## src/rtl/alu_pkg.sv

```systemverilog
// Shared definitions for the sequential ALU: opcodes, FSM state encoding and
// status flag bit positions within the {V,C,N,Z} status word.
package alu_pkg;

  localparam logic [3:0] OP_ADD = 4'd0;
  localparam logic [3:0] OP_SUB = 4'd1;
  localparam logic [3:0] OP_XOR = 4'd2;
  localparam logic [3:0] OP_AND = 4'd3;
  localparam logic [3:0] OP_OR  = 4'd4;
  localparam logic [3:0] OP_NOR = 4'd5;
  localparam logic [3:0] OP_SRL = 4'd6;
  localparam logic [3:0] OP_SLL = 4'd7;
  localparam logic [3:0] OP_MUL = 4'd8;

  typedef enum logic [1:0] {
    ST_IDLE = 2'd0,
    ST_BUSY = 2'd1,
    ST_DONE = 2'd2
  } state_t;

  localparam int STAT_V = 3;
  localparam int STAT_C = 2;
  localparam int STAT_N = 1;
  localparam int STAT_Z = 0;

endpackage

```

## src/rtl/alu_seq_if.sv

```systemverilog
// Request/response bundle of the sequential ALU. The master issues operations
// and consumes results; the slave is the ALU itself.
interface alu_seq_if #(
  parameter int WIDTH = 32
);
  logic             in_valid;
  logic             in_ready;
  logic [WIDTH-1:0] A;
  logic [WIDTH-1:0] B;
  logic             c_in;
  logic [3:0]       sel;
  logic             out_valid;
  logic             out_ready;
  logic [WIDTH-1:0] out;
  logic [3:0]       status;

  modport master (
    output in_valid, A, B, c_in, sel, out_ready,
    input  in_ready, out_valid, out, status
  );

  modport slave (
    input  in_valid, A, B, c_in, sel, out_ready,
    output in_ready, out_valid, out, status
  );
endinterface

```

## src/rtl/alu_mul_iter.sv

```systemverilog
// Iterative unsigned shift-add multiplier. The first step is taken on the
// start edge itself, so the full product is ready WIDTH edges after start.
module alu_mul_iter #(
  parameter int WIDTH = 32
) (
  input  logic             clk,
  input  logic             rst,
  input  logic             start,
  input  logic [WIDTH-1:0] a,
  input  logic [WIDTH-1:0] b,
  output logic             busy,
  output logic             done,
  output logic [WIDTH-1:0] prod_hi,
  output logic [WIDTH-1:0] prod_lo
);
  localparam int CW = $clog2(WIDTH);

  logic [WIDTH-1:0] mcand_q;
  logic [CW-1:0]    cnt_q;
  logic [WIDTH-1:0] step_hi;
  logic [WIDTH-1:0] step_lo;
  logic [WIDTH-1:0] step_mc;
  logic [WIDTH:0]   step_sum;

  // {prod_hi, prod_lo} is the partial product; prod_lo starts as the multiplier
  // and its LSB decides whether the multiplicand is added before each shift.
  always_comb begin
    step_hi  = start ? '0 : prod_hi;
    step_lo  = start ? b  : prod_lo;
    step_mc  = start ? a  : mcand_q;
    step_sum = {1'b0, step_hi} + (step_lo[0] ? {1'b0, step_mc} : '0);
  end

  // NOTE: state registers use non-blocking assignments so every flop samples
  // the pre-edge values of the others; blocking here would chain updates.
  always_ff @(posedge clk) begin
    if (rst) begin
      busy    <= 1'b0;
      done    <= 1'b0;
      prod_hi <= '0;
      prod_lo <= '0;
      mcand_q <= '0;
      cnt_q   <= '0;
    end else begin
      done <= 1'b0;
      if (start || busy) begin
        prod_hi <= step_sum[WIDTH:1];
        prod_lo <= {step_sum[0], step_lo[WIDTH-1:1]};
        if (start) begin
          mcand_q <= a;
          cnt_q   <= CW'(1);
          busy    <= 1'b1;
        end else begin
          cnt_q <= cnt_q + CW'(1);
          if (cnt_q == CW'(WIDTH - 1)) begin
            busy <= 1'b0;
            done <= 1'b1;
          end
        end
      end
    end
  end

endmodule

```

## src/rtl/alu_seq.sv

```systemverilog
// Sequential ALU with valid/ready handshakes: single-cycle ops complete in one
// cycle, MUL runs on the iterative multiplier, results hold until consumed.
module alu_seq
  import alu_pkg::*;
#(
  parameter int WIDTH  = 32,
  parameter bit MUL_EN = 1'b1
) (
  input logic      clk,
  input logic      rst,
  alu_seq_if.slave bus
);
  localparam int SW = $clog2(WIDTH);

  state_t           state_q, state_d;
  logic [WIDTH-1:0] out_q;
  logic [3:0]       status_q;
  logic [WIDTH-1:0] res;
  logic [3:0]       status_d;
  logic             flag_c, flag_v;
  logic             load_res, mul_start, is_mul;
  logic             mul_busy, mul_done;
  logic [WIDTH-1:0] prod_hi, prod_lo;

  logic             is_sub;
  logic [WIDTH-1:0] add_b;
  logic [WIDTH:0]   add_sum;
  logic [SW-1:0]    shamt;
  logic             shift_big;

  assign is_mul = MUL_EN && (bus.sel == OP_MUL);

  // One adder serves ADD and SUB; SUB feeds ~B with a forced carry-in.
  assign is_sub    = (bus.sel == OP_SUB);
  assign add_b     = is_sub ? ~bus.B : bus.B;
  assign add_sum   = {1'b0, bus.A} + {1'b0, add_b} + {{WIDTH{1'b0}}, is_sub | bus.c_in};
  assign shamt     = bus.B[SW-1:0];
  assign shift_big = |bus.B[WIDTH-1:SW];

  generate
    if (MUL_EN) begin : g_mul
      alu_mul_iter #(.WIDTH(WIDTH)) u_mul (
        .clk     (clk),
        .rst     (rst),
        .start   (mul_start),
        .a       (bus.A),
        .b       (bus.B),
        .busy    (mul_busy),
        .done    (mul_done),
        .prod_hi (prod_hi),
        .prod_lo (prod_lo)
      );
    end else begin : g_no_mul
      assign mul_busy = 1'b0;
      assign mul_done = 1'b0;
      assign prod_hi  = '0;
      assign prod_lo  = '0;
    end
  endgenerate

  always_comb begin
    // NOTE: every output of this block gets a default first so no path can
    // leave a variable unassigned and infer a latch.
    state_d   = state_q;
    load_res  = 1'b0;
    mul_start = 1'b0;
    case (state_q)
      ST_IDLE: begin
        if (bus.in_valid) begin
          if (is_mul) begin
            mul_start = 1'b1;
            state_d   = ST_BUSY;
          end else begin
            load_res = 1'b1;
            state_d  = ST_DONE;
          end
        end
      end
      ST_BUSY: begin
        if (mul_done && !mul_busy) begin
          load_res = 1'b1;
          state_d  = ST_DONE;
        end
      end
      ST_DONE: begin
        if (bus.out_ready) state_d = ST_IDLE;
      end
      default: state_d = ST_IDLE;
    endcase
  end

  // In BUSY the only result source is the multiplier; otherwise the live
  // request operands are decoded, which is the accept edge in IDLE.
  always_comb begin
    res    = '0;
    flag_c = 1'b0;
    flag_v = 1'b0;
    if (state_q == ST_BUSY) begin
      res    = prod_lo;
      flag_c = |prod_hi;
    end else begin
      case (bus.sel)
        OP_ADD, OP_SUB: begin
          res    = add_sum[WIDTH-1:0];
          flag_c = add_sum[WIDTH];
          flag_v = (bus.A[WIDTH-1] == add_b[WIDTH-1]) &&
                   (add_sum[WIDTH-1] != bus.A[WIDTH-1]);
        end
        OP_XOR:  res = bus.A ^ bus.B;
        OP_AND:  res = bus.A & bus.B;
        OP_OR:   res = bus.A | bus.B;
        OP_NOR:  res = ~(bus.A | bus.B);
        OP_SRL:  res = shift_big ? '0 : (bus.A >> shamt);
        OP_SLL:  res = shift_big ? '0 : (bus.A << shamt);
        default: res = '0;
      endcase
    end
    status_d         = '0;
    status_d[STAT_V] = flag_v;
    status_d[STAT_C] = flag_c;
    status_d[STAT_N] = res[WIDTH-1];
    status_d[STAT_Z] = (res == '0);
  end

  always_ff @(posedge clk) begin
    if (rst) begin
      state_q  <= ST_IDLE;
      out_q    <= '0;
      status_q <= '0;
    end else begin
      state_q <= state_d;
      if (load_res) begin
        out_q    <= res;
        status_q <= status_d;
      end
    end
  end

  assign bus.in_ready  = (state_q == ST_IDLE);
  assign bus.out_valid = (state_q == ST_DONE);
  assign bus.out       = out_q;
  assign bus.status    = status_q;

endmodule

```

## src/flat_wrapper.sv

```systemverilog
// flat-port wrapper written by rule: the top's interface ports become plain ports
module alu_seq_flat import alu_pkg::*;
#(
  parameter int WIDTH  = 32,
  parameter bit MUL_EN = 1'b1
)
  (clk, rst, bus_in_valid, bus_A, bus_B, bus_c_in, bus_sel, bus_out_ready, bus_in_ready, bus_out_valid, bus_out, bus_status);
  alu_seq_if #(.WIDTH(WIDTH)) bus_i ();
  input logic clk;
  input logic rst;
  input wire logic [$bits(bus_i.in_valid)-1:0] bus_in_valid;
  input wire logic [$bits(bus_i.A)-1:0] bus_A;
  input wire logic [$bits(bus_i.B)-1:0] bus_B;
  input wire logic [$bits(bus_i.c_in)-1:0] bus_c_in;
  input wire logic [$bits(bus_i.sel)-1:0] bus_sel;
  input wire logic [$bits(bus_i.out_ready)-1:0] bus_out_ready;
  output wire logic [$bits(bus_i.in_ready)-1:0] bus_in_ready;
  output wire logic [$bits(bus_i.out_valid)-1:0] bus_out_valid;
  output wire logic [$bits(bus_i.out)-1:0] bus_out;
  output wire logic [$bits(bus_i.status)-1:0] bus_status;
  assign bus_i.in_valid = bus_in_valid;
  assign bus_i.A = bus_A;
  assign bus_i.B = bus_B;
  assign bus_i.c_in = bus_c_in;
  assign bus_i.sel = bus_sel;
  assign bus_i.out_ready = bus_out_ready;
  assign bus_in_ready = bus_i.in_ready;
  assign bus_out_valid = bus_i.out_valid;
  assign bus_out = bus_i.out;
  assign bus_status = bus_i.status;
  alu_seq #(.WIDTH(WIDTH), .MUL_EN(MUL_EN)) u_core (.clk(clk), .rst(rst), .bus(bus_i));
endmodule
```

## config.mk

```make
export PLATFORM = sky130hd
export DESIGN_NAME = alu_seq_flat
export DESIGN_NICKNAME = d
export VERILOG_FILES = /design/src/rtl/alu_pkg.sv /design/src/rtl/alu_seq_if.sv /design/src/rtl/alu_mul_iter.sv /design/src/rtl/alu_seq.sv /design/src/flat_wrapper.sv
export SDC_FILE = /design/constraint.sdc
export NUM_CORES = 1
export LEC_CHECK = 0
export CAP_MARGIN = 0
export CORE_MARGIN = 3
export CORE_UTILIZATION = 34
export CTS_CLUSTER_DIAMETER = 100
export CTS_CLUSTER_SIZE = 10
export DETAILED_ROUTE_END_ITERATION = 12
export PLACE_DENSITY = 0.47
export SYNTH_ARGS = -nofsm -noshare
export SYNTH_HDL_FRONTEND = slang
export SYNTH_SLANG_ARGS = --single-unit
```

## constraint.sdc

```tcl
create_clock -name clk -period 12.95 [get_ports clk]
set_input_delay 1.9425 -clock clk [delete_from_list [all_inputs] [get_ports clk]]
set_output_delay 1.9425 -clock clk [all_outputs]
set_load 0.005 [all_outputs]
```

* Word-level counts from Yosys, hierarchy flattened
Index checks and enable logic that the tools add are counted.
Storage, ports and cells: register bits 141, logic and storage cells 81, output and inout port bits 38, bits of input ports 73
Operators by class: eq/ne operators 16, multiplexer cells 29, add/subtract/negate cells 4, reductions and logical operators 14, bitwise gates (word level) 7, shifts and indexed selects 2
Operator list (count):
- 32-bit 2-to-1 mux | 8
- 32-bit one-hot mux with 7 select lines | 1
- 32-bit by 32-bit adder with 33-bit output | 2
- 32-bit NOT | 2
- 33-bit by 1-bit adder with 33-bit output | 1
- 32-bit bitwise AND | 1
- 32-bit logical NOT | 1
- 32-bit bitwise OR | 1
- 32-bit OR reduction | 1
- 32-bit by 5-bit left shift with 32-bit output | 1
- 32-bit by 5-bit right shift with 32-bit output | 1
- 32-bit XOR | 1
- 27-bit OR reduction | 1
- 4-bit by 3-bit == test with 1-bit output (second input constant) | 4
- 1-bit 2-to-1 mux | 13
- 4-bit by 2-bit == test with 1-bit output (second input constant) | 2
- 2-bit 2-to-1 mux | 4
- 2-bit one-hot mux with 3 select lines | 1
- 5-bit by 1-bit adder with 5-bit output (second input constant) | 1
- 5-bit == test (second input constant) | 1
- 5-bit 2-to-1 mux | 1
- 4-bit by 1-bit == test with 1-bit output (second input constant) | 1
- 4-bit == test (second input constant) | 1
- 4-bit logical NOT | 1
- 18 further kinds | 20

* Depth between registers and ports, before layout
Gate-level depths: netlist of the first run.
depth in word-level cells 8, gate-level depth with buffers 21, depth with buffers taken out 19

* Modules after synthesis
A second synthesis of the first run with hierarchy kept.
Unflattened totals: cells, all modules 2133, area total of the unflattened synthesis 16625.9 um^2
By module, submodules not included:
- alu_seq | seq. area each 740.7 um^2, cells each 1352, times used 1, area each 10390.0 um^2
- alu_mul_iter | seq. area each 2062.0 um^2, cells each 781, times used 1, area each 6236.0 um^2

* Least setup slack after synthesis of the first run
No wires, ideal clock.
path kind input to register, start point in bus_sel[1], end point reg u_core.g_mul.u_mul.prod_hi[29], data arrival time 6.647 ns, setup slack 6.180 ns, library setup time 0.122 ns, path buffers 3, data required time 12.828 ns, stages on the path 21, cells stage by stage clkbuf_1 -> or4b_2 -> nor3_1 -> nand2_1 -> clkbuf_1 -> clkbuf_1 -> a21oi_1 -> nor2_1 -> ha_1 -> inv_1 -> fa_1 -> nor2b_1 -> o21a_1 -> o21ai_0 -> a21oi_1 -> a311o_1 -> a2111oi_2 -> o31ai_1 -> a221o_1 -> and4_1 -> a311o_1
On the way: longest elaborated chain between the ends 7, elaborated cells on any way between the ends 10, those cells by class add/sub (1); eq/ne (1); mux (7); reduce/logical (1)
Ends and longest elaborated chain:
- start, declared | line flat_wrapper.sv:15 | input wire logic [$bits(bus_i.sel)-1:0] bus_sel;
- 4-bit == test * | line alu_seq.sv:31 | assign is_mul = MUL_EN && (bus.sel == OP_MUL);
- 1-bit 2-to-1 mux * | line alu_seq.sv:70 | if (is_mul) begin
- 1-bit 2-to-1 mux * | line alu_seq.sv:69 | if (bus.in_valid) begin
- 1-bit 2-to-1 mux * | line alu_seq.sv:67 | case (state_q)
- 32-bit 2-to-1 mux, on equally long branches
- 32-bit 2-to-1 mux | line alu_mul_iter.sv:31 | step_sum = {1'b0, step_hi} + (step_lo[0] ? {1'b0, step_mc} : '0);
- 32-bit by 32-bit adder with 33-bit output | line alu_mul_iter.sv:31
- end signal, assigned | line alu_mul_iter.sv:47 | prod_hi <= step_sum[WIDTH:1];
- end, declared | line alu_mul_iter.sv:13 | output logic [WIDTH-1:0] prod_hi,
Mark *: on every way between the ends. The rest lies on a longest branch, timed or not. A chain may end at the register's enable or synchronous reset.

* Worst setup path after layout of the first run
start point in bus_sel[3], end point reg u_core.g_mul.u_mul.prod_hi[31]
The elaborated chain is that of the path after synthesis.

==> qor.txt, run 1 <==
Setup-failing EPs final = 0
pwr/cell area = 80.2 nW/um^2
Hold Path Class = register to register
placed cells = 2,655
chip width = 225 um
Worst Max-Slew Pin Slew = 1.09 ns
initial antenna violation count = 4
fin crit share = 0.624
Initial Util = 0.347
VDD IR max = 0.0813 mV
synth unique cells = 97
vias per std cell = 6.14
mux contribution to synthesized area = 0.166
Final Instance Count excl. Fillers = 2,688
adder-cell area share of the yosys netlist = 0.104
Critical Path End Type = register
most common cell after layout, fill and taps aside = nor2_1
power consumption = 1.47 mW
WP data required = 13.25 ns
end of the critical path = u_core.g_mul.u_mul.prod_hi[31]
synthesized cell area = 16,300 um^2
Final Max Tran Viols = 0
routed wire length = 71,100 um
most frequent CP cell = buf_4
first-pass GRT wire length = 105,000 um
Via Count = 16,496
Rel. slew slack = 0.269
R2R cell count = 17
Post-Synthesis Cells = 2,066
Critical Path Start = bus_sel[3]
Synth Flop Type = dfxtp_1
Hold Vio Cnt, Final = 0
grt total ovfl = 0
Post-CTS Setup Bufs = 0
EDFF count, synth = 0
final core utilization = 0.390
antenna-violating nets left = 0
Post-Synth XOR/XNOR Area = 0.0430
hold_sp = u_core.bus.out[0]
r2r setup slk = 7.12 ns
largest family of logic cells by synthesized area = compound AO/OA/AOI/OAI gates
core area = 47,000 um^2
Simple-Gate Fraction of Synth Area = 0.201
minimum clock period = 8.08 ns
# Max-Cap Violations = 0
Yosys reg bits = 140
post-synthesis sequential area ratio = 0.172
initial detailed-routing violation count = 1,440
root buf cell = clkbuf_16
total CTS buffers = 17
Slowest-stage cell, CP = clkdlybuf4s50_1
DRC errors left = 0
Max clock buf depth = 2
clk_skew = 0.0125 ns
Compound-Gate Fraction of Synth Area = 0.245
RSZ-0062 raised after global routing = false
final setup TNS = 0 ns
clock sinks = 140
syn_nets = 2,272
Crit Reg-Reg Endpoint = u_core.g_mul.u_mul.prod_hi[31]
IO Port Bufs = 110
CTS tree = built
maximum number of pins on one net before global-route repair = 81
die area = 50,500 um^2
crit-path max FO = 80
post-synthesis async set-or-reset flop share = 0
share of layout cells above drive strength 1 = 0.0971
Worst EP arrival = 8.38 ns
Ports = 111
WL/cell = 26.4 um
commonest cells after routing, fill and taps aside = nor2_1 (267), nand2_1 (162), a21oi_1 (151), dfxtp_1 (139), ha_1 (130)
final HPWL from detailed placement = 53,000 um
Crit path largest cell delay = 0.92 ns
synthesized area per cell = 7.88 um^2
H-Tree Depth = 4
fmax = 124 MHz
post-cts resize count = 0
vias in the first global route = 15,904
Reg-to-Reg Start = u_core.state_q[0]
# rows = 79
CP Class = input pin to register
Yosys warnings = 0
crit path cell chain = clkdlybuf4s50_1 > or4b_2 > nor3_1 > nand2_4 > buf_4 > buf_4 > a21oi_1 > nor2_1 > ha_1 > a21o_1 > a211oi_1 > nand2_1 > a311o_1 > a2111oi_2 > o31ai_1 > a221o_1 > a2111oi_0 > nor4_1
Area Overhead vs Synth = 12.5%
LEAKAGE = 7.12 nW
Final nets = 2,273
status = finished clean
CTS clk-pin slew, worst paths = 0.06 ns
total track usage = 0.276
DRT Pass-1 Iters = 6
Clk Latency, worst-skew pair = 0.45 ns
Final Wtd Congestion = 0.973
crit start category = input pin
hold buffers post-CTS = 0
Die Ht = 225 um
-- flip-flops by register name, indices dropped and copies added (netlist names), 2 cells and up --
register                    cells
u_core.bus.out                 31
u_core.bus.status               4
u_core.g_mul.u_mul.cnt_q        5
u_core.g_mul.u_mul.mcand_q     32
u_core.g_mul.u_mul.prod_hi     32
u_core.g_mul.u_mul.prod_lo     32
u_core.state_q                  2
-- synthesized netlist by cell type (13+ instances only) --
cell type  number  area [um^2]
nand3_1        29          145
or3_1          13         81.3
mux4_2         59         1330
nor2_1        269         1010
inv_1          90          338
o221ai_1       20          175
mux2i_1        94          941
nor3_1         41          205
dfxtp_1       140         2800
o211ai_1       19          143
xor2_1         23          201
a221o_1        13          130
a31oi_1        22          138
a211oi_1       67          503
nand4_1        16          100
ha_1          130         1630
nand2_1       163          612
mux2_2         16          180
and2_1         38          238
a21o_1         27          203
o21ai_0        67          335
nand2b_1       25          156
buf_2          17         85.1
buf_1          16         60.1
a21oi_1       153          766
a221oi_1       41          359
o22ai_1        16          100
xnor2_1        57          499
nor4_1         24          150
o21a_1         20          150
clkbuf_1      122          458
nor2b_1        18          113
-- logic make-up after synthesis --
kind of cell,Yosys count
buf+inv,263
flops,140
fa+ha+maj,133
simple gates,695
compound gates,575
xor+xnor,80
mux,180
-- how the worst min path moves through the flow --
stage / endpoint / slack (ns) / depth (start not counted)
floorplan: u_core.g_mul.u_mul.prod_hi[14] / 0.44 / 2
global placement: u_core.bus.out[13] / 0.45 / 2
detailed placement: u_core.bus.out[0] / 0.45 / 2
CTS: u_core.bus.out[0] / 0.46 / 2
global route: u_core.bus.out[0] / 0.48 / 2
finish: u_core.bus.out[0] / 0.45 / 2
-- where the power goes --
part / leakage, nW / switching (mW) / internal, mW
Combinational: 5.69 / 0.307 / 0.196
Clock: 0.290 / 0.212 / 0.304
Sequential: 1.13 / 0.00836 / 0.442
-- worst max-delay path, delay by kind of cell --
kind            cells  cell delay, ns
compound gates      8            2.65
buf+inv             3            1.79
simple gates        6            1.56
fa+ha+maj           1            0.35
-- per-layer routing --
layer | vias up | global-route usage | part of all wire
li1 | 7653 | - | -
met1 | 8120 | 0.364 | 0.43
met2 | 588 | 0.451 | 0.46
met3 | 131 | 0.0446 | 0.061
met4 | 4 | 0.111 | 0.042
met5 | - | 0 | 0.00032
-- layout make-up --
class / count / area (um^2)
tap: 607 / 759
inverter: 91 / 342
sequential: 140 / 2800
clock inverter: 13 / 166
antenna: 1 / 2.50
multi-input combinational: 1663 / 12400
fill: 4901 / 28600
timing repair buffer: 154 / 1410
clock buffer: 19 / 433
-- stage by stage --
step	area (um^2)	setup slack, ns	hold slack, ns
5_1_grt	18300	4.52	0.476
2_1_floorplan	16300	6.18	0.440
3_3_place_gp	17700	4.53	0.448
3_5_place_dp	17700	4.48	0.450
4_1_cts	18300	4.96	0.458
6_report	18300	4.87	0.453
Note: power is estimated with default switching activity, not from simulation.
==> run 2, diff against run 1 <==
--- a/config.mk
+++ b/config.mk
@@ -11,7 +11,7 @@
 export CTS_CLUSTER_DIAMETER = 100
 export CTS_CLUSTER_SIZE = 10
 export DETAILED_ROUTE_END_ITERATION = 12
-export PLACE_DENSITY = 0.47
+export PLACE_DENSITY = 0.49
 export SYNTH_ARGS = -nofsm -noshare
 export SYNTH_HDL_FRONTEND = slang
 export SYNTH_SLANG_ARGS = --single-unit
==> constraint.sdc (replaced) <==
create_clock -name clk -period 6.6 [get_ports clk]
set_input_delay 0.99 -clock clk [delete_from_list [all_inputs] [get_ports clk]]
set_output_delay 0.99 -clock clk [all_outputs]
set_load 0.005 [all_outputs]
==> run 2 against run 1 <==
  * Power is 93% higher
  * Sequential cell count stayed put
  * Sequential share of layout area fell by 0.089 points
  * Worst hold slack improved by 0.0037 ns
  * Combinational power increased by 97%
  * Count of clock-buffer cells in the layout down 1
  * Critical path type unchanged
  * Largest cell class unchanged
  * Largest power group is now combinational cells
==> qor.txt, run 2 (synthesis results as in run 1) <==
hold_sp = u_core.bus.out[0]
WP data required = 6.92 ns (-6.33 ns)
WL/cell = 26.0 um (-1.8%)
Critical Path Start = bus_sel[1]
vias per std cell = 6.15 (+0.23%)
Final Wtd Congestion = 0.963 (-1.0%)
IO Port Bufs = 110 (unchanged)
final core utilization = 0.393 (+0.00229)
Post-CTS Setup Bufs = 0 (unchanged)
Critical Path End Type = register
# rows = 79 (unchanged)
Min Hold Slack = 0.457 ns (+0.00370 ns)
# Max-Cap Violations = 0 (unchanged)
antenna-violating nets left = 0 (unchanged)
H-Tree Depth = 4 (unchanged)
final HPWL from detailed placement = 52,900 um (about the same)
initial detailed-routing violation count = 1,485 (+3.1%)
Max clock buf depth = 2 (unchanged)
final setup TNS = 0 ns (unchanged)
maximum number of pins on one net before global-route repair = 95 (+17%)
chip width = 225 um (unchanged)
clock sinks = 140 (unchanged)
power consumption = 2.84 mW (+93%)
Die Ht = 225 um (unchanged)
core area = 47,000 um^2 (unchanged)
Area Overhead vs Synth = 13.2%
CP Class = input pin to register
clk_skew = 0.0148 ns (+0.00230 ns)
Reg-to-Reg Start = u_core.state_q[0]
crit-path max FO = 28 (-65%)
LEAKAGE = 7.19 nW (+0.98%)
routed wire length = 70,200 um (-1.2%)
VDD IR max = 0.147 mV (+80%)
Clk Latency, worst-skew pair = 0.45 ns (about the same)
Hold Vio Cnt, Final = 0 (unchanged)
RSZ-0062 raised after global routing = false
fillers = 4,895 (-0.12%)
vias in the first global route = 15,822 (-0.52%)
initial antenna violation count = 3 (-1)
fmax = 167 MHz
Worst Max-Slew Pin Slew = 1.13 ns (+0.0348 ns)
Rel. slew slack = 0.249 (-0.0205)
hold buffers post-CTS = 0 (unchanged)
Final nets = 2,289 (+0.70%)
CTS clk-pin slew, worst paths = 0.07 ns (about the same)
grt total ovfl = 0 (unchanged)
largest registers = u_core.g_mul.u_mul.mcand_q: 32 flops, u_core.g_mul.u_mul.prod_hi: 32 flops, u_core.g_mul.u_mul.prod_lo: 32 flops
total CTS buffers = 17 (unchanged)
total track usage = 0.272 (-0.00404)
Hold Path Class = register to register
Via Count = 16,632 (+0.82%)
commonest cells after routing, fill and taps aside = nor2_1 (267), nand2_1 (162), a21oi_1 (151), dfxtp_1 (139), ha_1 (130)
Ports = 111 (unchanged)
DRC errors left = 0 (unchanged)
share of layout cells above drive strength 1 = 0.104 (+0.00694)
CTS tree = built
DRT Pass-1 Iters = 5 (-1)
first-pass GRT wire length = 104,000 um (-1.3%)
most common cell after layout, fill and taps aside = nor2_1
pwr/cell area = 154 nW/um^2 (+92%)
status = finished clean
root buf cell = clkbuf_16
crit start category = input pin
Initial Util = 0.347 (unchanged)
Final Max Tran Viols = 0 (unchanged)
minimum clock period = 6.00 ns
Worst EP arrival = 6.32 ns (-2.06 ns)
fin crit share = 0.909
Setup-failing EPs final = 0 (unchanged)
post-cts resize count = 0 (unchanged)
die area = 50,500 um^2 (unchanged)
-- run 2: where the power goes --
part,internal [mW],switching (mW)
registers,0.868,0.0158
clock network,0.556,0.414
logic,0.391,0.598
-- run 2: layout make-up --
class	instances	area, um^2	share of cell area
multi-input cells	1663	12400	0.673
diodes	2	5.00	0.000272
repair buffers	170	1550	0.0839
inverters	91	342	0.0185
clock inverters	13	143	0.00774
flip-flops and latches	140	2800	0.152
clock buffers	18	429	0.0233
well taps	607	759	0.0412
-- run 2: worst paths after layout --
| kind | end | slack (ns) | cells after the start |
|---|---|---|---|
| worst max-delay path | u_core.g_mul.u_mul.prod_hi[31] | 0.60 | 18 |
| worst min-delay path | u_core.bus.out[0] | 0.46 | 2 |
| worst max register to register | u_core.g_mul.u_mul.prod_hi[30] | 1.68 | 17 |
| worst min register to register | u_core.bus.out[0] | 0.46 | 2 |
-- run 2: per-layer routing --
metal  global-route usage  vias to the layer above  wire (um)
met5                    0                        -         20
li1                     -                     7672          -
met4                0.107                        2       2920
met1                0.360                     8188      30200
met3               0.0412                      135       4550
met2                0.445                      635      32500
-- run 2: through the flow --
step	std cells	cell area, um^2	setup WS, ns
floorplan	2066	16300	0.783
global placement	2671	17900	0.196
detailed placement	2671	17900	0.110
CTS	2702	18400	0.594
global route	2702	18400	0.0723
finish	2704	18400	0.598
-- run 2: worst max-delay path: stages --
cell             delay [ns]
clkdlybuf4s50_1        0.41
or4b_2                 0.74
nor3_1                 0.37
nand2_4                0.10
buf_4                  0.23
nor2_1                 0.13
a21oi_2                0.08
buf_4                  0.24
nor2_1                 0.18
ha_1                   0.29
a2111oi_0              0.42
a21oi_1                0.17
a311o_1                0.44
a2111oi_2              0.42
o31ai_1                0.21
a221o_1                0.36
a2111oi_0              0.42
nor4_1                 0.10
==> run 3, diff against run 2 <==
--- a/config.mk
+++ b/config.mk
@@ -11,7 +11,8 @@
 export CTS_CLUSTER_DIAMETER = 100
 export CTS_CLUSTER_SIZE = 10
 export DETAILED_ROUTE_END_ITERATION = 12
-export PLACE_DENSITY = 0.49
+export PLACE_DENSITY = 0.56
 export SYNTH_ARGS = -nofsm -noshare
 export SYNTH_HDL_FRONTEND = slang
 export SYNTH_SLANG_ARGS = --single-unit
+export TNS_END_PERCENT = 20
==> run 3 against run 2 <==
  * Power fell by 0.87%
  * Largest cell class unchanged
  * Sequential cell count stayed put
  * Critical path depth up 1
  * Sequential share of layout area hardly changed
  * Largest power group unchanged
  * Wire length decreased by 0.95%
  * Clock power shrank 3.0%
  * Die area is the same
  * Count of clock-buffer cells in the layout increased by 3
==> qor.txt, run 3 (synthesis results as in run 1) <==
status = finished clean
H-Tree Depth = 4 (unchanged)
DRC errors left = 0 (unchanged)
total track usage = 0.270 (-0.00145)
crit start category = input pin
first-pass GRT wire length = 104,000 um (+0.21%)
Worst EP arrival = 6.30 ns (-0.02 ns)
Hold Path Class = register to register
LEAKAGE = 7.23 nW (+0.53%)
grt total ovfl = 0 (unchanged)
root buf cell = clkbuf_16
antenna-violating nets left = 0 (unchanged)
VDD IR max = 0.130 mV (-12%)
Die Ht = 225 um (unchanged)
total CTS buffers = 17 (unchanged)
CP Class = input pin to register
Worst Max-Slew Pin Slew = 1.14 ns (+0.0101 ns)
Post-CTS Setup Bufs = 0 (unchanged)
post-cts resize count = 0 (unchanged)
clock sinks = 140 (unchanged)
vias in the first global route = 16,220 (+2.5%)
WL/cell = 25.7 um (-1.1%)
initial detailed-routing violation count = 1,630 (+9.8%)
# rows = 79 (unchanged)
# Max-Cap Violations = 0 (unchanged)
final HPWL from detailed placement = 52,200 um (-1.3%)
CTS tree = built
WP data required = 6.96 ns (+0.04 ns)
crit-path max FO = 14 (-50%)
maximum number of pins on one net before global-route repair = 93 (-2.1%)
antenna cells = 0 (-2)
fmax = 168 MHz (+0.97%)
hold buffers post-CTS = 0 (unchanged)
Max clock buf depth = 2 (unchanged)
Rel. slew slack = 0.239 (-0.00954)
final core utilization = 0.394 (+0.00109)
initial antenna violation count = 0 (-3)
chip width = 225 um (unchanged)
final setup TNS = 0 ns (unchanged)
minimum clock period = 5.94 ns (-0.0576 ns)
DRT Pass-1 Iters = 5 (unchanged)
Setup-failing EPs final = 0 (unchanged)
placed cells = 2,676 (+0.19%)
Final Wtd Congestion = 0.970 (+0.70%)
most common cell after layout, fill and taps aside = nor2_1
WP buf/inv = 4 (+1)
IO Port Bufs = 110 (unchanged)
crit path cell chain = clkdlybuf4s50_1 > buf_4 > or3_1 > nor2_4 > xnor2_1 > fa_1 > inv_1 > fa_1 > nor2b_1 > o221a_2 > o211a_1 > o21ai_1 > a21oi_1 > a2111oi_0 > buf_4 > nand4_1 > nor4b_2 > nand4_1 > o31ai_2
Hold Vio Cnt, Final = 0 (unchanged)
Area Overhead vs Synth = 13.5%
commonest cells after routing, fill and taps aside = nor2_1 (267), nand2_1 (162), a21oi_1 (151), dfxtp_1 (139), ha_1 (130)
CTS clk-pin slew, worst paths = 0.06 ns (about the same)
clk_skew = 0.0127 ns (-0.00210 ns)
core area = 47,000 um^2 (unchanged)
share of layout cells above drive strength 1 = 0.107 (+0.00303)
Ports = 111 (unchanged)
die area = 50,500 um^2 (unchanged)
fin crit share = 0.901 (-0.00872)
routed wire length = 69,500 um (-0.95%)
largest registers = u_core.g_mul.u_mul.mcand_q: 32 flops, u_core.g_mul.u_mul.prod_hi: 32 flops, u_core.g_mul.u_mul.prod_lo: 32 flops
Final Instance Count excl. Fillers = 2,708 (+0.15%)
pwr/cell area = 153 nW/um^2 (-1.1%)
Slowest-stage cell, CP = a2111oi_0
Initial Util = 0.347 (unchanged)
delay-heaviest family, CP = compound AO/OA/AOI/OAI gates
Critical Path End Type = register
vias per std cell = 6.20 (+0.76%)
Crit path largest cell delay = 0.74 ns (about the same)
RSZ-0062 raised after global routing = false
Final Max Tran Viols = 0 (unchanged)
Via Count = 16,783 (+0.91%)
Final nets = 2,294 (+0.22%)
Clk Latency, worst-skew pair = 0.45 ns (about the same)
-- run 3: changes by cell type in the layout (fill, tap and decap cells not counted), sizes merged --
| cell | before | now |
|---|---|---|
| bufinv | 2 | 0 |
| clkinv | 9 | 8 |
| buf | 65 | 70 |
| inv | 91 | 92 |
| diode | 2 | 0 |
| clkbuf | 18 | 21 |
-- run 3: tightest hold or removal path: cells and delay by family (launching register included) --
| kind | cells | cell delay (ns) |
|---|---|---|
| AOI/OAI and AO/OA | 1 | 0.05 |
| DFF | 1 | 0.31 |
| and+or+nand+nor | 1 | 0.05 |
-- run 3: cell type report --
class	count	area, um^2
repair buffers	175	1610
inverters	91	342
clock inverters	11	85.1
flip-flops and latches	140	2800
multi-input cells	1663	12400
clock buffers	21	480
fillers	4878	28500
well taps	607	759
-- run 3: path summary, 6_finish.rpt --
check / depth (start not counted) / endpoint / startpoint / slack, ns
max: 19 / u_core.bus.status[0] / bus_sel[1] / 0.66
min: 2 / u_core.bus.out[8] / u_core.bus.out[8] / 0.46
max reg2reg: 19 / u_core.g_mul.u_mul.prod_hi[31] / u_core.state_q[0] / 1.67
min reg2reg: 2 / u_core.bus.out[8] / u_core.bus.out[8] / 0.46
-- run 3: power by group --
group | internal (mW) | total [mW] | switching [mW] | leakage (nW)
Clock | 0.524 | 0.941 | 0.417 | 0.277
Combinational | 0.393 | 0.993 | 0.600 | 5.81
Sequential | 0.868 | 0.885 | 0.0167 | 1.13
-- run 3: per-layer routing --
metal | GRT usage | vias to the layer above | wire length (um)
met5 | 0 | - | 0
met4 | 0.130 | 0 | 3840
met3 | 0.0442 | 166 | 4710
met2 | 0.433 | 749 | 31500
met1 | 0.355 | 8183 | 29500
li1 | - | 7685 | -
-- run 3: metrics by stage --
stage	area (um^2)	worst slack [ns]	hold slack [ns]	total power, mW
floorplan	16300	0.783	0.440	1.52
global placement	17900	0.371	0.447	1.87
detailed placement	17900	0.290	0.449	1.87
CTS	18500	0.765	0.458	2.82
global route	18500	0.306	0.481	2.94
finish	18500	0.656	0.457	2.82
